## config.mk

```make
export PLATFORM = sky130hd
export DESIGN_NAME = multicycle_control
export DESIGN_NICKNAME = d
export VERILOG_FILES = /design/src/rtl/mips_pkg.sv /design/src/rtl/alu_decoder.sv /design/src/rtl/multicycle_control.sv
export SDC_FILE = /design/constraint.sdc
export NUM_CORES = 1
export LEC_CHECK = 0
export CAP_MARGIN = 20
export CORE_MARGIN = 8
export CORE_UTILIZATION = 34
export CTS_CLUSTER_SIZE = 14
export DETAILED_ROUTE_END_ITERATION = 10
export DONT_BUFFER_PORTS = 1
export PLACE_DENSITY = 0.58
export SYNTH_ARGS = -nofsm -noshare
export SYNTH_HDL_FRONTEND = slang
export SYNTH_SLANG_ARGS = --single-unit
```

## constraint.sdc

```tcl
create_clock -name clk -period 2.2 [get_ports clk]
set_input_delay 0.44 -clock clk [delete_from_list [all_inputs] [get_ports clk]]
set_output_delay 0.44 -clock clk [all_outputs]
set_load 0.01 [all_outputs]
```

## src/rtl/mips_pkg.sv

```systemverilog
// Shared encodings for the multicycle MIPS control unit: opcodes, funct codes,
// ALU command codes, datapath mux encodings and the controller state type.
package mips_pkg;

   localparam logic [5:0] OP_RTYPE = 6'b000000;
   localparam logic [5:0] OP_LW    = 6'b100011;
   localparam logic [5:0] OP_SW    = 6'b101011;
   localparam logic [5:0] OP_BEQ   = 6'b000100;
   localparam logic [5:0] OP_ADDI  = 6'b001000;
   localparam logic [5:0] OP_J     = 6'b000010;

   localparam logic [5:0] FN_ADD = 6'b100000;
   localparam logic [5:0] FN_SUB = 6'b100010;
   localparam logic [5:0] FN_AND = 6'b100100;
   localparam logic [5:0] FN_NOR = 6'b100111;
   localparam logic [5:0] FN_SLT = 6'b101010;
   localparam logic [5:0] FN_SLL = 6'b000000;

   localparam logic [3:0] ALU_AND = 4'b0000;
   localparam logic [3:0] ALU_ADD = 4'b0010;
   localparam logic [3:0] ALU_SUB = 4'b0110;
   localparam logic [3:0] ALU_SLT = 4'b0111;
   localparam logic [3:0] ALU_NOR = 4'b1100;
   localparam logic [3:0] ALU_SLL = 4'b1110;

   localparam logic [1:0] SRCB_RT    = 2'b00;
   localparam logic [1:0] SRCB_FOUR  = 2'b01;
   localparam logic [1:0] SRCB_IMM   = 2'b10;
   localparam logic [1:0] SRCB_IMMSH = 2'b11;

   localparam logic [1:0] PCSRC_ALU    = 2'b00;
   localparam logic [1:0] PCSRC_ALUOUT = 2'b01;
   localparam logic [1:0] PCSRC_JUMP   = 2'b10;

   typedef enum logic [3:0] {
      FETCH,
      DECODE,
      MEMADR,
      MEMRD,
      MEMWB,
      MEMWR,
      EXEC,
      ALUWB,
      BRANCH,
      ADDIEX,
      ADDIWB,
      JUMP
   } state_t;

   // Successor of DECODE; FETCH means the instruction is not supported.
   function automatic state_t decode_next(input logic [5:0] op, input logic funct_legal);
      state_t nxt;
      case (op)
         OP_LW, OP_SW: nxt = MEMADR;
         OP_RTYPE:     nxt = funct_legal ? EXEC : FETCH;
         OP_BEQ:       nxt = BRANCH;
         OP_ADDI:      nxt = ADDIEX;
         OP_J:         nxt = JUMP;
         default:      nxt = FETCH;
      endcase
      return nxt;
   endfunction

endpackage

```

## src/rtl/alu_decoder.sv

```systemverilog
// Combinational R-type funct decoder: yields the ALU command and whether the
// funct code is one the datapath supports.
module alu_decoder
   import mips_pkg::*;
(
   input  logic [5:0] funct,
   output logic [3:0] alu_control,
   output logic       funct_legal
);

   always_comb begin
      alu_control = ALU_ADD;
      funct_legal = 1'b1;
      case (funct)
         FN_ADD:  alu_control = ALU_ADD;
         FN_SUB:  alu_control = ALU_SUB;
         FN_AND:  alu_control = ALU_AND;
         FN_NOR:  alu_control = ALU_NOR;
         FN_SLT:  alu_control = ALU_SLT;
         FN_SLL:  alu_control = ALU_SLL;
         default: funct_legal = 1'b0;
      endcase
   end

endmodule

```

## src/rtl/multicycle_control.sv

```systemverilog
// Multicycle MIPS controller: steps each instruction through its states and
// drives datapath selects, write enables and the ALU command.
module multicycle_control
   import mips_pkg::*;
#(
   parameter state_t RESET_STATE = FETCH
)
(
   input  logic       clk,
   input  logic       reset,
   input  logic [5:0] Op,
   input  logic [5:0] Funct,
   input  logic       Zero,
   input  logic       MemReady,
   output logic       PCEn,
   output logic       IorD,
   output logic       MemRead,
   output logic       MemWrite,
   output logic       IRWrite,
   output logic       RegDst,
   output logic       MemtoReg,
   output logic       RegWrite,
   output logic       ALUSrcA,
   output logic [1:0] ALUSrcB,
   output logic [1:0] PCSrc,
   output logic [3:0] ALUControl,
   output logic       Illegal
);

   state_t     state;
   logic [3:0] exec_alu;
   logic       funct_legal;
   state_t     decoded_next;
   logic       pc_write;
   logic       pc_write_cond;

   alu_decoder u_alu_decoder (
      .funct       (Funct),
      .alu_control (exec_alu),
      .funct_legal (funct_legal)
   );

   assign decoded_next = decode_next(Op, funct_legal);

   // Memory states hold until MemReady; every other state advances unconditionally.
   always_ff @(posedge clk or posedge reset) begin
      if (reset) begin
         state <= RESET_STATE;
      end else begin
         case (state)
            FETCH:   if (MemReady) state <= DECODE;
            DECODE:  state <= decoded_next;
            MEMADR:  state <= (Op == OP_LW) ? MEMRD : MEMWR;
            MEMRD:   if (MemReady) state <= MEMWB;
            MEMWB:   state <= FETCH;
            MEMWR:   if (MemReady) state <= FETCH;
            EXEC:    state <= ALUWB;
            ALUWB:   state <= FETCH;
            BRANCH:  state <= FETCH;
            ADDIEX:  state <= ADDIWB;
            ADDIWB:  state <= FETCH;
            JUMP:    state <= FETCH;
            default: state <= FETCH;
         endcase
      end
   end

   always_comb begin
      pc_write      = 1'b0;
      pc_write_cond = 1'b0;
      IorD          = 1'b0;
      MemRead       = 1'b0;
      MemWrite      = 1'b0;
      IRWrite       = 1'b0;
      RegDst        = 1'b0;
      MemtoReg      = 1'b0;
      RegWrite      = 1'b0;
      ALUSrcA       = 1'b0;
      ALUSrcB       = SRCB_RT;
      PCSrc         = PCSRC_ALU;
      ALUControl    = ALU_ADD;
      Illegal       = 1'b0;
      case (state)
         FETCH: begin
            MemRead  = 1'b1;
            ALUSrcB  = SRCB_FOUR;
            IRWrite  = MemReady;
            pc_write = MemReady;
         end
         // The branch target is precomputed here so BRANCH can take it from ALUOut.
         DECODE: begin
            ALUSrcB = SRCB_IMMSH;
            Illegal = (decoded_next == FETCH);
         end
         MEMADR: begin
            ALUSrcA = 1'b1;
            ALUSrcB = SRCB_IMM;
         end
         MEMRD: begin
            MemRead = 1'b1;
            IorD    = 1'b1;
         end
         MEMWB: begin
            RegWrite = 1'b1;
            MemtoReg = 1'b1;
         end
         MEMWR: begin
            MemWrite = 1'b1;
            IorD     = 1'b1;
         end
         EXEC: begin
            ALUSrcA    = 1'b1;
            ALUControl = exec_alu;
         end
         ALUWB: begin
            RegWrite = 1'b1;
            RegDst   = 1'b1;
         end
         BRANCH: begin
            ALUSrcA       = 1'b1;
            ALUControl    = ALU_SUB;
            pc_write_cond = 1'b1;
            PCSrc         = PCSRC_ALUOUT;
         end
         ADDIEX: begin
            ALUSrcA = 1'b1;
            ALUSrcB = SRCB_IMM;
         end
         ADDIWB: RegWrite = 1'b1;
         JUMP: begin
            pc_write = 1'b1;
            PCSrc    = PCSRC_JUMP;
         end
         default: ;
      endcase
   end

   assign PCEn = pc_write | (pc_write_cond & Zero);

endmodule

```

==> flow_metrics.env, run 1 <==
export IMPL_outcome="finished clean"
export IMPL_grt_setup_unrepaired="yes"
export IMPL_syn_to_final_growth_pct=17.3
export IMPL_largest_register_ffs=4
export IMPL_cts_htree_levels=1
export IMPL_layout_nets=111
export IMPL_cellInternalPower_mw=0.194
export IMPL_worstSetupStartpoint="state[3]"
export IMPL_start_kind="flop"
export IMPL_crit_chain="nand2b_4 > or2_4 > or3_4 > or3_4"
export IMPL_finClkSkew_ps=4.01
export IMPL_arrival_ps=1720
export IMPL_antenna_found_initial=0
export IMPL_drv_slew=0
export IMPL_num_rows=15
export IMPL_ant_nets=0
export IMPL_worstPathRequired_ps=1760
export IMPL_gp_congestion=0.774
export IMPL_p_leak_nw=0.268
export IMPL_power_frac_seq_pct=26.3
export IMPL_drive_above_1_share_pct=17.2
export IMPL_place_area_sq_um=653
export IMPL_grt_pass1_vias=681
export IMPL_reg_largest_list="state: 4 flops"
export IMPL_grt_pass1_wl_um=3140
export IMPL_powerDensity_mw_per_mm2=453
export IMPL_synthDistinctLibCells=36
export IMPL_cp_end_kind="output pin"
export IMPL_maxCapViolCount=0
export IMPL_routed_wl_um=1950
export IMPL_setup_violations_final=0
export IMPL_core_sq_mm=0.00169
export IMPL_cpMostUsedCell="or3_4"
export IMPL_vias=713
export IMPL_cp_buffers_inverters=0
export IMPL_r2r_start="state[1]"
export IMPL_worst_slew_pin_slew_ps=455
export IMPL_ys_seq_area_share_pct=16.6
export IMPL_power_frac_clock_pct=30.6
export IMPL_cp_top_family="simple AND/OR/NAND/NOR gates"
export IMPL_fin_tns_setup_ps=0
export IMPL_dieHeight_um=58.1
export IMPL_fin_crit_sh_pct=98.4
export IMPL_switching_power_mw=0.125
export IMPL_vias_per_cell=6.48
export IMPL_clock_path_buffers=2
export IMPL_numCtsBuffers=3
export IMPL_synth_cells=88
export IMPL_netlist_area_sq_um=602
export IMPL_ys_flop_type="dfrtp_1"
export IMPL_synth_warnings=0
export IMPL_port_buffers=0
export IMPL_start_util_pct=35.6
export IMPL_wl_per_cell_um=17.7
export IMPL_top_register="state"
export IMPL_postSynthAreaPerCell_sq_um=6.84
export IMPL_grt_usage_pct=11.7
export IMPL_drt_iter0_markers=22
export IMPL_die_w_um=58.1
export IMPL_dr_pass1_iters=4
export IMPL_irDropWorstVdd_uv=186
export IMPL_grt_overflow_total=0
export IMPL_clkSlewWorstSetupHoldPaths_ps=40
export IMPL_n_antenna_cell=0
export IMPL_syn_nets=104
export IMPL_totalPowerFinal_mw=0.320
export IMPL_cts_tree="built"
export IMPL_io_pins=34
export IMPL_combPwrFrac_pct=43.1
export IMPL_hp_start="Op[2]"
export IMPL_async_flop_share_pct=100
export IMPL_min_path_type="in -> reg"
export IMPL_synth_edf_count=0
export IMPL_cts_root_buf="clkbuf_4"
export IMPL_max_clock_freq_ghz=0.462
export IMPL_drc=0
export IMPL_fin_area_sq_um=706
export IMPL_cts_sinks=4
export IMPL_hold_ws_ps=400
export IMPL_slowest_stage="dfrtp_1"
export IMPL_post_dp_hpwl_um=1490
export IMPL_worst_skew_pair_late_latency_ps=250
export IMPL_swShare_pct=39.2
export IMPL_fp_dieArea_sq_mm=0.00337
export IMPL_synth_seq_cells=4
export IMPL_critPathMaxFanout=4
export IMPL_slowest_delay_ps=360
export IMPL_min_period_ps=2160
export IMPL_maxSlewHeadroom_pct=69.3
export IMPL_path_class="reg -> out"
export IMPL_grt_start_max_net_pins=16
export IMPL_finalHoldViolations=0
export IMPL_mostFrequentLayoutCells="9 x nor2_1, 9 x nor3_1, 7 x buf_4"
[power groups by stage]
| stage | Sequential (mW) | Clock [mW] | Combinational (mW) |
|---|---|---|---|
| 6_report | 0.0841 | 0.0977 | 0.138 |
| 5_1_grt | 0.0847 | 0.101 | 0.152 |
| 4_1_cts | 0.0837 | 0.0987 | 0.138 |
| 3_5_place_dp | 0.0837 | 0 | 0.134 |
| 3_3_place_gp | 0.0840 | 0 | 0.133 |
| 2_1_floorplan | 0.0854 | 0 | 0.105 |
[stage by stage]
step                      instances  util [%]  setup slack, ps
after floorplan                  88         -              227
after global placement          106      38.7              201
after detailed placement        106      38.7              176
after CTS                       110      41.5             42.9
after global routing            110      41.8            -4.38
final                           110      41.8             36.1
[metal layers]
metal  wire length, um  track usage [%]
met5                 0                0
met4                43             7.34
met3               228             4.64
met2               918             18.3
met1               760             13.0
[path summary, 6_finish.rpt]
| check | endpoint | slack, ps | cells past startpoint |
|---|---|---|---|
| worst max-delay path | ALUControl[1] | 40 | 4 |
| worst min-delay path | state[0] | 400 | 3 |
| worst max register to register | state[0] | 940 | 5 |
| worst min register to register | state[0] | 610 | 2 |
| max in group asynchronous | state[3] | 1540 | 2 |
| min in group asynchronous | state[2] | 510 | 2 |
[layout make-up]
cell class,count,area (sq um)
Timing Repair Buffer,8,62.6
Clock buffer,3,22.5
Sequential cell,4,100
Fill cell,189,983
Multi-Input combinational cell,75,488
Inverter,3,11.3
Tap cell,17,21.3
[repair_timing]
action	in CTS	in global routing
resized for setup	3	1
pin swaps	1	0
hold buffers	1	0
setup endpoints to repair	2	1
setup buffers	0	0
endpoints found under the hold margin	4	0
cloned	0	0
[synthesized netlist by cell type (all sizes together) (3+ instances only)]
cell type,number,area (sq um)
clkbuf,5,18.8
nand2b,4,25.0
nor4,3,18.8
and3,3,18.8
xor2,5,43.8
o211ai,4,30.0
dfrtp,4,100
nor3,9,45.0
nor2,9,33.8
nand4,3,18.8
o21ai,6,30.0
a21oi,4,20.0
[kinds of logic after synthesis]
logic type	after synthesis	share of synthesized area, %
AO/OA/AOI/OAI	24	26.4
XOR/XNOR	5	7.28
buffers and inverters	9	5.61
flip-flops	4	16.6
AND/OR/NAND/NOR	46	44.1
[tightest hold or removal path, delay by kind of cell]
| family | cells | cell delay, ps |
|---|---|---|
| compound gates | 1 | 60 |
| simple gates | 2 | 100 |
Note: power is estimated with default switching activity, not from simulation.
==> inputs of run 2 (changes only) <==
--- a/config.mk
+++ b/config.mk
@@ -11,7 +11,9 @@
 export CTS_CLUSTER_SIZE = 14
 export DETAILED_ROUTE_END_ITERATION = 10
 export DONT_BUFFER_PORTS = 1
+export GPL_ROUTABILITY_DRIVEN = 0
 export PLACE_DENSITY = 0.58
+export RECOVER_POWER = 25
 export SYNTH_ARGS = -nofsm -noshare
 export SYNTH_HDL_FRONTEND = slang
 export SYNTH_SLANG_ARGS = --single-unit
==> flow_metrics.env, run 2 (synthesis results as in run 1) <==
export IMPL_core_sq_mm=0.00169
export IMPL_cpMostUsedCell="or3_4"
export IMPL_min_period_ps=2160
export IMPL_p_leak_nw=0.268
export IMPL_wl_per_cell_um=17.8
export IMPL_finClkSkew_ps=4.13
export IMPL_max_clock_freq_ghz=0.463
export IMPL_largest_register_ffs=4
export IMPL_worst_slew_pin_slew_ps=450
export IMPL_hold_ws_ps=401
export IMPL_grt_setup_unrepaired="yes"
export IMPL_fp_dieArea_sq_mm=0.00337
export IMPL_maxCapViolCount=0
export IMPL_path_class="reg -> out"
export IMPL_grt_pass1_wl_um=3140
export IMPL_rrSetupSlack_ps=940
export IMPL_n_antenna_cell=0
export IMPL_grt_usage_pct=11.7
export IMPL_cp_end_kind="output pin"
export IMPL_postLayoutSetupSlackWorst_ps=40.2
export IMPL_cts_htree_levels=1
export IMPL_powerDensity_mw_per_mm2=451
export IMPL_finalHoldViolations=0
export IMPL_grt_start_max_net_pins=16
export IMPL_slowest_delay_ps=360
export IMPL_worst_skew_pair_late_latency_ps=250
export IMPL_outcome="finished clean"
export IMPL_place_area_sq_um=653
export IMPL_worstPathRequired_ps=1760
export IMPL_start_kind="flop"
export IMPL_totalPowerFinal_mw=0.318
export IMPL_num_rows=15
export IMPL_start_util_pct=35.6
export IMPL_post_dp_hpwl_um=1490
export IMPL_crit_chain="nand2b_4 > or2_4 > or3_4 > or3_4"
export IMPL_reg_largest_list="state: 4 flops"
export IMPL_vias=717
export IMPL_critPathMaxFanout=4
export IMPL_setup_violations_final=0
export IMPL_crit_end="ALUControl[1]"
export IMPL_vias_per_cell=6.52
export IMPL_r2r_cells=5
export IMPL_slowest_stage="dfrtp_1"
export IMPL_numCtsBuffers=3
export IMPL_pre_cts_slack_ps=176
export IMPL_nFillCells=189
export IMPL_drive_above_1_share_pct=17.2
export IMPL_clock_path_buffers=2
export IMPL_ant_nets=0
export IMPL_routed_wl_um=1960
export IMPL_cts_root_buf="clkbuf_4"
export IMPL_dieHeight_um=58.1
export IMPL_fin_tns_setup_ps=0
export IMPL_r2r_end="state[0]"
export IMPL_arrival_ps=1720
export IMPL_antenna_found_initial=0
export IMPL_syn_to_final_growth_pct=17.3
export IMPL_io_pins=34
export IMPL_r2r_start="state[1]"
export IMPL_drt_iter0_markers=19
export IMPL_fin_area_sq_um=706
export IMPL_irDropWorstVdd_uv=185
export IMPL_grt_overflow_total=0
export IMPL_mostFrequentLayoutCells="9 x nor2_1, 9 x nor3_1, 7 x buf_4"
export IMPL_stdcell_count=110
export IMPL_min_path_type="in -> reg"
export IMPL_dp_cells=106
export IMPL_fin_crit_sh_pct=98.2
export IMPL_hp_start="Op[2]"
export IMPL_cts_tree="built"
export IMPL_dr_pass1_iters=4
export IMPL_final_core_util_pct=41.8
export IMPL_worstSetupStartpoint="state[3]"
export IMPL_die_w_um=58.1
export IMPL_maxSlewHeadroom_pct=69.7
export IMPL_layout_nets=111
export IMPL_clkSlewWorstSetupHoldPaths_ps=40
export IMPL_drc=0
export IMPL_grt_pass1_vias=681
export IMPL_drv_slew=0
export IMPL_top_register="state"
export IMPL_port_buffers=0
export IMPL_cts_sinks=4
[run 2: final cells by class]
class | count | area (sq um) | share of cell area [%]
repair buffers | 8 | 62.6 | 8.87
well taps | 17 | 21.3 | 3.01
inverters | 3 | 11.3 | 1.60
clock buffers | 3 | 22.5 | 3.19
multi-input cells | 75 | 488 | 69.1
flip-flops and latches | 4 | 100 | 14.2
[run 2: layer usage]
layer  GRT usage, %  share of wire [%]
met3           4.64                 11
met4           7.34                2.4
met2           18.3                 47
met1           13.0                 39
met5              0                  0
[run 2: report_power, final]
group | switching [mW] | internal, mW | leakage (nW)
combinational | 0.0842 | 0.0527 | 0.200
sequential | 0.00409 | 0.0801 | 0.0537
clock | 0.0358 | 0.0614 | 0.0138
[run 2: worst min path at each step]
| stage | endpoint | slack [ps] | cells after the start |
|---|---|---|---|
| floorplan | state[0] | 210 | 1 |
| global placement | state[1] | 220 | 1 |
| detailed placement | state[1] | 220 | 1 |
| CTS | state[0] | 390 | 3 |
| global route | state[0] | 420 | 3 |
| finish | state[0] | 400 | 3 |
[run 2: timing repair]
item	4_1_cts	5_1_grt
setup buffers	0	0
gates resized for setup	3	1
endpoints found under the setup margin	2	1
hold buffers	1	0
pin swaps	1	0
endpoints found under the hold margin	4	0
[run 2: worst max-delay path, delay by kind of cell, from the launching register on]
kind	cells	cell delay [ps]
simple gates	4	1120
flops	1	360
==> inputs of run 3 (changes only) <==
--- a/config.mk
+++ b/config.mk
@@ -8,10 +8,12 @@
 export CAP_MARGIN = 20
 export CORE_MARGIN = 8
 export CORE_UTILIZATION = 34
+export CTS_BUF_LIST = sky130_fd_sc_hd__clkbuf_2 sky130_fd_sc_hd__clkbuf_4 sky130_fd_sc_hd__clkbuf_8
 export CTS_CLUSTER_SIZE = 14
 export DETAILED_ROUTE_END_ITERATION = 10
 export DONT_BUFFER_PORTS = 1
 export GPL_ROUTABILITY_DRIVEN = 0
+export GPL_TIMING_DRIVEN = 0
 export PLACE_DENSITY = 0.58
 export RECOVER_POWER = 25
 export SYNTH_ARGS = -nofsm -noshare
==> flow_metrics.env, run 3 (synthesis results as in run 1) <==
export IMPL_holdPathStages=3
export IMPL_layout_nets=111
export IMPL_min_period_ps=2160
export IMPL_num_rows=15
export IMPL_wl_per_cell_um=17.1
export IMPL_worstSetupStartpoint="state[3]"
export IMPL_clock_path_buffers=2
export IMPL_vias_per_cell=6.27
export IMPL_r2r_end="state[0]"
export IMPL_grt_setup_unrepaired="yes"
export IMPL_cts_tree="built"
export IMPL_slowest_stage="dfrtp_1"
export IMPL_worst_slew_pin_slew_ps=546
export IMPL_place_area_sq_um=623
export IMPL_cts_htree_levels=1
export IMPL_stdcell_count=110
export IMPL_drt_iter0_markers=15
export IMPL_irDropWorstVdd_uv=269
export IMPL_numCtsBuffers=3
export IMPL_dieHeight_um=58.1
export IMPL_grt_overflow_total=0
export IMPL_cp_buffers_inverters=0
export IMPL_crit_chain="nand2b_4 > or2_4 > or3_4 > or3_4"
export IMPL_routed_wl_um=1880
export IMPL_start_kind="flop"
export IMPL_powerDensity_mw_per_mm2=451
export IMPL_worst_skew_pair_late_latency_ps=240
export IMPL_cpMostUsedCell="or3_4"
export IMPL_grt_usage_pct=10.7
export IMPL_arrival_ps=1720
export IMPL_outcome="finished clean"
export IMPL_n_antenna_cell=0
export IMPL_grt_start_max_net_pins=11
export IMPL_cts_sinks=4
export IMPL_fin_crit_sh_pct=98.3
export IMPL_largest_register_ffs=4
export IMPL_critPathMaxFanout=4
export IMPL_totalPowerFinal_mw=0.311
export IMPL_grt_pass1_vias=636
export IMPL_vias=690
export IMPL_syn_to_final_growth_pct=14.6
export IMPL_min_path_type="in -> reg"
export IMPL_top_register="state"
export IMPL_layout_commonest_cell="nor2_1"
export IMPL_cp_top_family="simple AND/OR/NAND/NOR gates"
export IMPL_holdPathEnd="state[0]"
export IMPL_drc=0
export IMPL_port_buffers=0
export IMPL_maxSlewHeadroom_pct=63.3
export IMPL_p_leak_nw=0.244
export IMPL_drv_slew=0
export IMPL_finClkSkew_ps=5.36
export IMPL_maxCapViolCount=0
export IMPL_cp_end_kind="output pin"
export IMPL_fin_area_sq_um=689
export IMPL_reg_largest_list="state: 4 flops"
export IMPL_slowest_delay_ps=370
export IMPL_mostFrequentLayoutCells="9 x nor2_1, 8 x nor3_1, 6 x clkbuf_1, 6 x o21ai_0, 5 x xor2_1"
export IMPL_r2r_start="state[0]"
export IMPL_core_sq_mm=0.00169
export IMPL_cts_root_buf="clkbuf_4"
export IMPL_grt_pass1_wl_um=2910
export IMPL_fp_dieArea_sq_mm=0.00337
export IMPL_die_w_um=58.1
export IMPL_r2r_cells=5
export IMPL_drive_above_1_share_pct=12.9
export IMPL_dp_cells=105
export IMPL_start_util_pct=35.6
export IMPL_setup_violations_final=0
export IMPL_clkSlewWorstSetupHoldPaths_ps=40
export IMPL_finalHoldViolations=0
export IMPL_post_dp_hpwl_um=1490
export IMPL_hp_start="Op[2]"
export IMPL_max_clock_freq_ghz=0.463
export IMPL_path_class="reg -> out"
export IMPL_io_pins=34
export IMPL_dr_pass1_iters=4
export IMPL_antenna_found_initial=0
export IMPL_rrSetupSlack_ps=770
export IMPL_ant_nets=0
export IMPL_worstPathRequired_ps=1760
## run 3: cell count changes in the layout (fill, tap and decap cells not counted), sizes merged
cell	delta
buf	-6
clkbuf	+6
## run 3: stage by stage
stage               setup TNS (ps)  utilization (%)  hold slack [ps]  setup WS, ps
finish                           0             40.8              419          37.9
global route                 -30.3             40.8              434         -20.7
CTS                              0             40.2              417          14.2
detailed placement               0             36.9              221           133
global placement                 0             36.9              214           123
floorplan                        0                -              206           227
## run 3: power breakdown
| group | leakage (nW) | switching (mW) | internal [mW] |
|---|---|---|---|
| logic | 0.178 | 0.0858 | 0.0475 |
| clock network | 0.0138 | 0.0291 | 0.0609 |
| registers | 0.0520 | 0.00695 | 0.0803 |
## run 3: tightest hold or removal path, stage by stage
cell	delay, ps
nor3_1	30
nand3_1	70
a21oi_1	70
## run 3: per-layer routing
metal / GRT usage (%) / up-vias / routed length (um)
met3: 6.18 / 0 / 202
met4: 2.10 / 0 / 0
met2: 16.6 / 30 / 891
met5: 0 / - / 0
met1: 12.4 / 311 / 790
li1: - / 349 / -
## run 3: worst max-delay path by stage
stage / slack, ps / cells past startpoint / to
CTS: 10 / 4 / ALUControl[3]
global placement: 120 / 4 / ALUControl[1]
finish: 40 / 4 / ALUControl[1]
detailed placement: 130 / 4 / ALUControl[1]
floorplan: 230 / 4 / ALUControl[1]
global route: -20 / 4 / ALUControl[1]
## run 3: cell type report
class	count	area [sq um]
plain buffers	6	22.5
clock buffers	3	22.5
inverters	3	11.3
flip-flops and latches	4	101
repair buffers	2	17.5
multi-input cells	75	493
fillers	189	1000
well taps	17	21.3
## run 3: repair_timing
action | in CTS | in global routing
hold buffers | 1 | 0
resized for setup | 4 | 2
hold endpoints to repair | 4 | 0
endpoints found under the setup margin | 2 | 4
buffers inserted | 1 | 0
pin swaps | 1 | 0
==> patch: new RTL, flow settings as in run 3 <==
The 12 states of `state_t` get a one-hot encoding in 12 bits.
--- a/src/rtl/mips_pkg.sv
+++ b/src/rtl/mips_pkg.sv
@@ -34,15 +34,15 @@
 
-   typedef enum logic [3:0] {
-      FETCH,
-      DECODE,
-      MEMADR,
-      MEMRD,
-      MEMWB,
-      MEMWR,
-      EXEC,
-      ALUWB,
-      BRANCH,
-      ADDIEX,
-      ADDIWB,
-      JUMP
+   typedef enum logic [11:0] {
+      FETCH  = 12'b000000000001,
+      DECODE = 12'b000000000010,
+      MEMADR = 12'b000000000100,
+      MEMRD  = 12'b000000001000,
+      MEMWB  = 12'b000000010000,
+      MEMWR  = 12'b000000100000,
+      EXEC   = 12'b000001000000,
+      ALUWB  = 12'b000010000000,
+      BRANCH = 12'b000100000000,
+      ADDIEX = 12'b001000000000,
+      ADDIWB = 12'b010000000000,
+      JUMP   = 12'b100000000000
    } state_t;
Behaviour: same outputs for any inputs over 10 cycles, from zero or initial values and one cycle with reset high; not proved beyond that.
==> patch against run 3 <==
- the run now ends with setup timing left
- clock power grew 95%
- setup slack worse by 340 ps
- total power rose to 3.1 times the old value
- design area is 100% higher
- area after synthesis up 69%
- critical path depth rose by 2
- clock skew shrank 2.3 ps
- routed wire length is 66% higher
- via count up 52%
- synthesized cell count rose by 40%
- final cell count increased by 65%
- maximum frequency fell by 14%
- sequential cell count increased by 8
==> patch: results (changes against run 3) <==
Yosys reg bits=12 (+8); multi-input logic area=783 um2 (+59%); Detailed Place HPWL=2200 um (+48%); first-pass GRT wire length=5080 um (+74%); slew of the pin with the lowest slew margin=486 ps (-59.9 ps); multi-input combinational gate total=101 (+35%); multi-input combinational area share=56.4% (-15 points); failing checks=setup timing; syn nets=139 (+34%); routed len/inst=17.3 um (+0.86%); Via Count=1050 (+52%); Synth Area in Compound Gates=16.5% (-9.9 points); sequential area share after synthesis=29.7% (+13 points); Leakage=0.609 nW (+150%); worst skew pair latency=270 ps (+30 ps); largest registers=state x12; Global Route Usage Sum=12.4% (+1.7 points); pre-CTS setup slack=-129 ps (-262 ps); setup_tns=-2250 ps (-2250 ps); Sw Pwr=0.000346 W (+180%); ClkCell Share=2.61% (-0.65 points); final setup vio count=14 (+14); bufs w/o clock=25 (+17); pin count of the biggest net entering global routing=13 (+2); Post-Syn Area=1010 um2 (+69%); sequential cell area share=22.1% (+7.4 points); Final WS setup=-302 ps (-340 ps); CP max FO=6 (+2); crit path DAT=2060 ps (+340 ps); top cells by count, synth=nor2_1 (16), dfrtp_1 (11), nor3_1 (11); DP Area=1060 um2 (+69%); maximum vdd drop=0.247 mV (-8.1%); final-layout fill cell count=304 (+61%); syn avg cell area=8.25 um2 (+21%); Synth area leaders=dfrtp_1 (27%), nor2_1 (5.9%), nor3_1 (5.4%); layout cell share with drive strength beyond 1=42.6% (+30 points); final non-filler cell total=181 (+65%); Final Skew=3.03 ps (-2.32 ps); outcome=finished with violations; Slowest cell on crit path=or4_4; Worst path max stage delay=570 ps (+200 ps); synth unique cells=47 (+31%)
-- patch: cell count changes in the layout (fill, tap and decap cells not counted), sizes merged, moves of 4 or more --
cell           run 3  this run
nor3               9        13
inv                2         6
buf                1        22
nor2               9        17
nand2              2         8
dfrtp              4        11
nor3b              0         4
o211ai             4         0
-- patch: kinds of logic (layout without fill, tap and decap cells) --
group / Yosys count / in the layout
simple gates: 73 / 73
compound gates: 23 / 23
flops: 12 / 12
buf+inv: 10 / 35
xor+xnor: 5 / 5
-- patch: layer usage --
layer / track usage [%] / up-vias / share of wire [%]
met2: 22.1 / 35 / 53
li1: - / 510 / -
met3: 4.10 / 2 / 8.5
met4: 5.54 / 0 / 1.1
met5: 0 / - / 0
met1: 12.9 / 503 / 38
-- patch: final timing paths --
check                               start       endpoint  slack, ps  cells after the start
min in group clk                    Op[2]       state[6]        220                      1
worst max register to register   state[6]       state[6]        140                      7
worst min register to register   state[1]       state[1]        620                      2
worst min-delay path                reset       state[2]         70                      1
worst max-delay path            state[10]  ALUControl[1]       -300                      6
max in group asynchronous           reset       state[5]       1770                      1
-- patch: what timing repair did --
| item | CTS | global route |
|---|---|---|
| setup buffers | 10 | 12 |
| pin swaps | 8 | 6 |
| resized for setup | 19 | 12 |
| endpoints found under the setup margin | 17 | 18 |
-- patch: power groups by stage --
| stage | logic, W | registers, W | clock network, W |
|---|---|---|---|
| 6_report | 0.000520 | 0.000263 | 0.000176 |
| 5_1_grt | 0.000565 | 0.000264 | 0.000198 |
| 4_1_cts | 0.000444 | 0.000253 | 0.000179 |
| 3_5_place_dp | 0.000329 | 0.000264 | 0 |
| 3_3_place_gp | 0.000319 | 0.000262 | 0 |
| 2_1_floorplan | 0.000276 | 0.000260 | 0 |
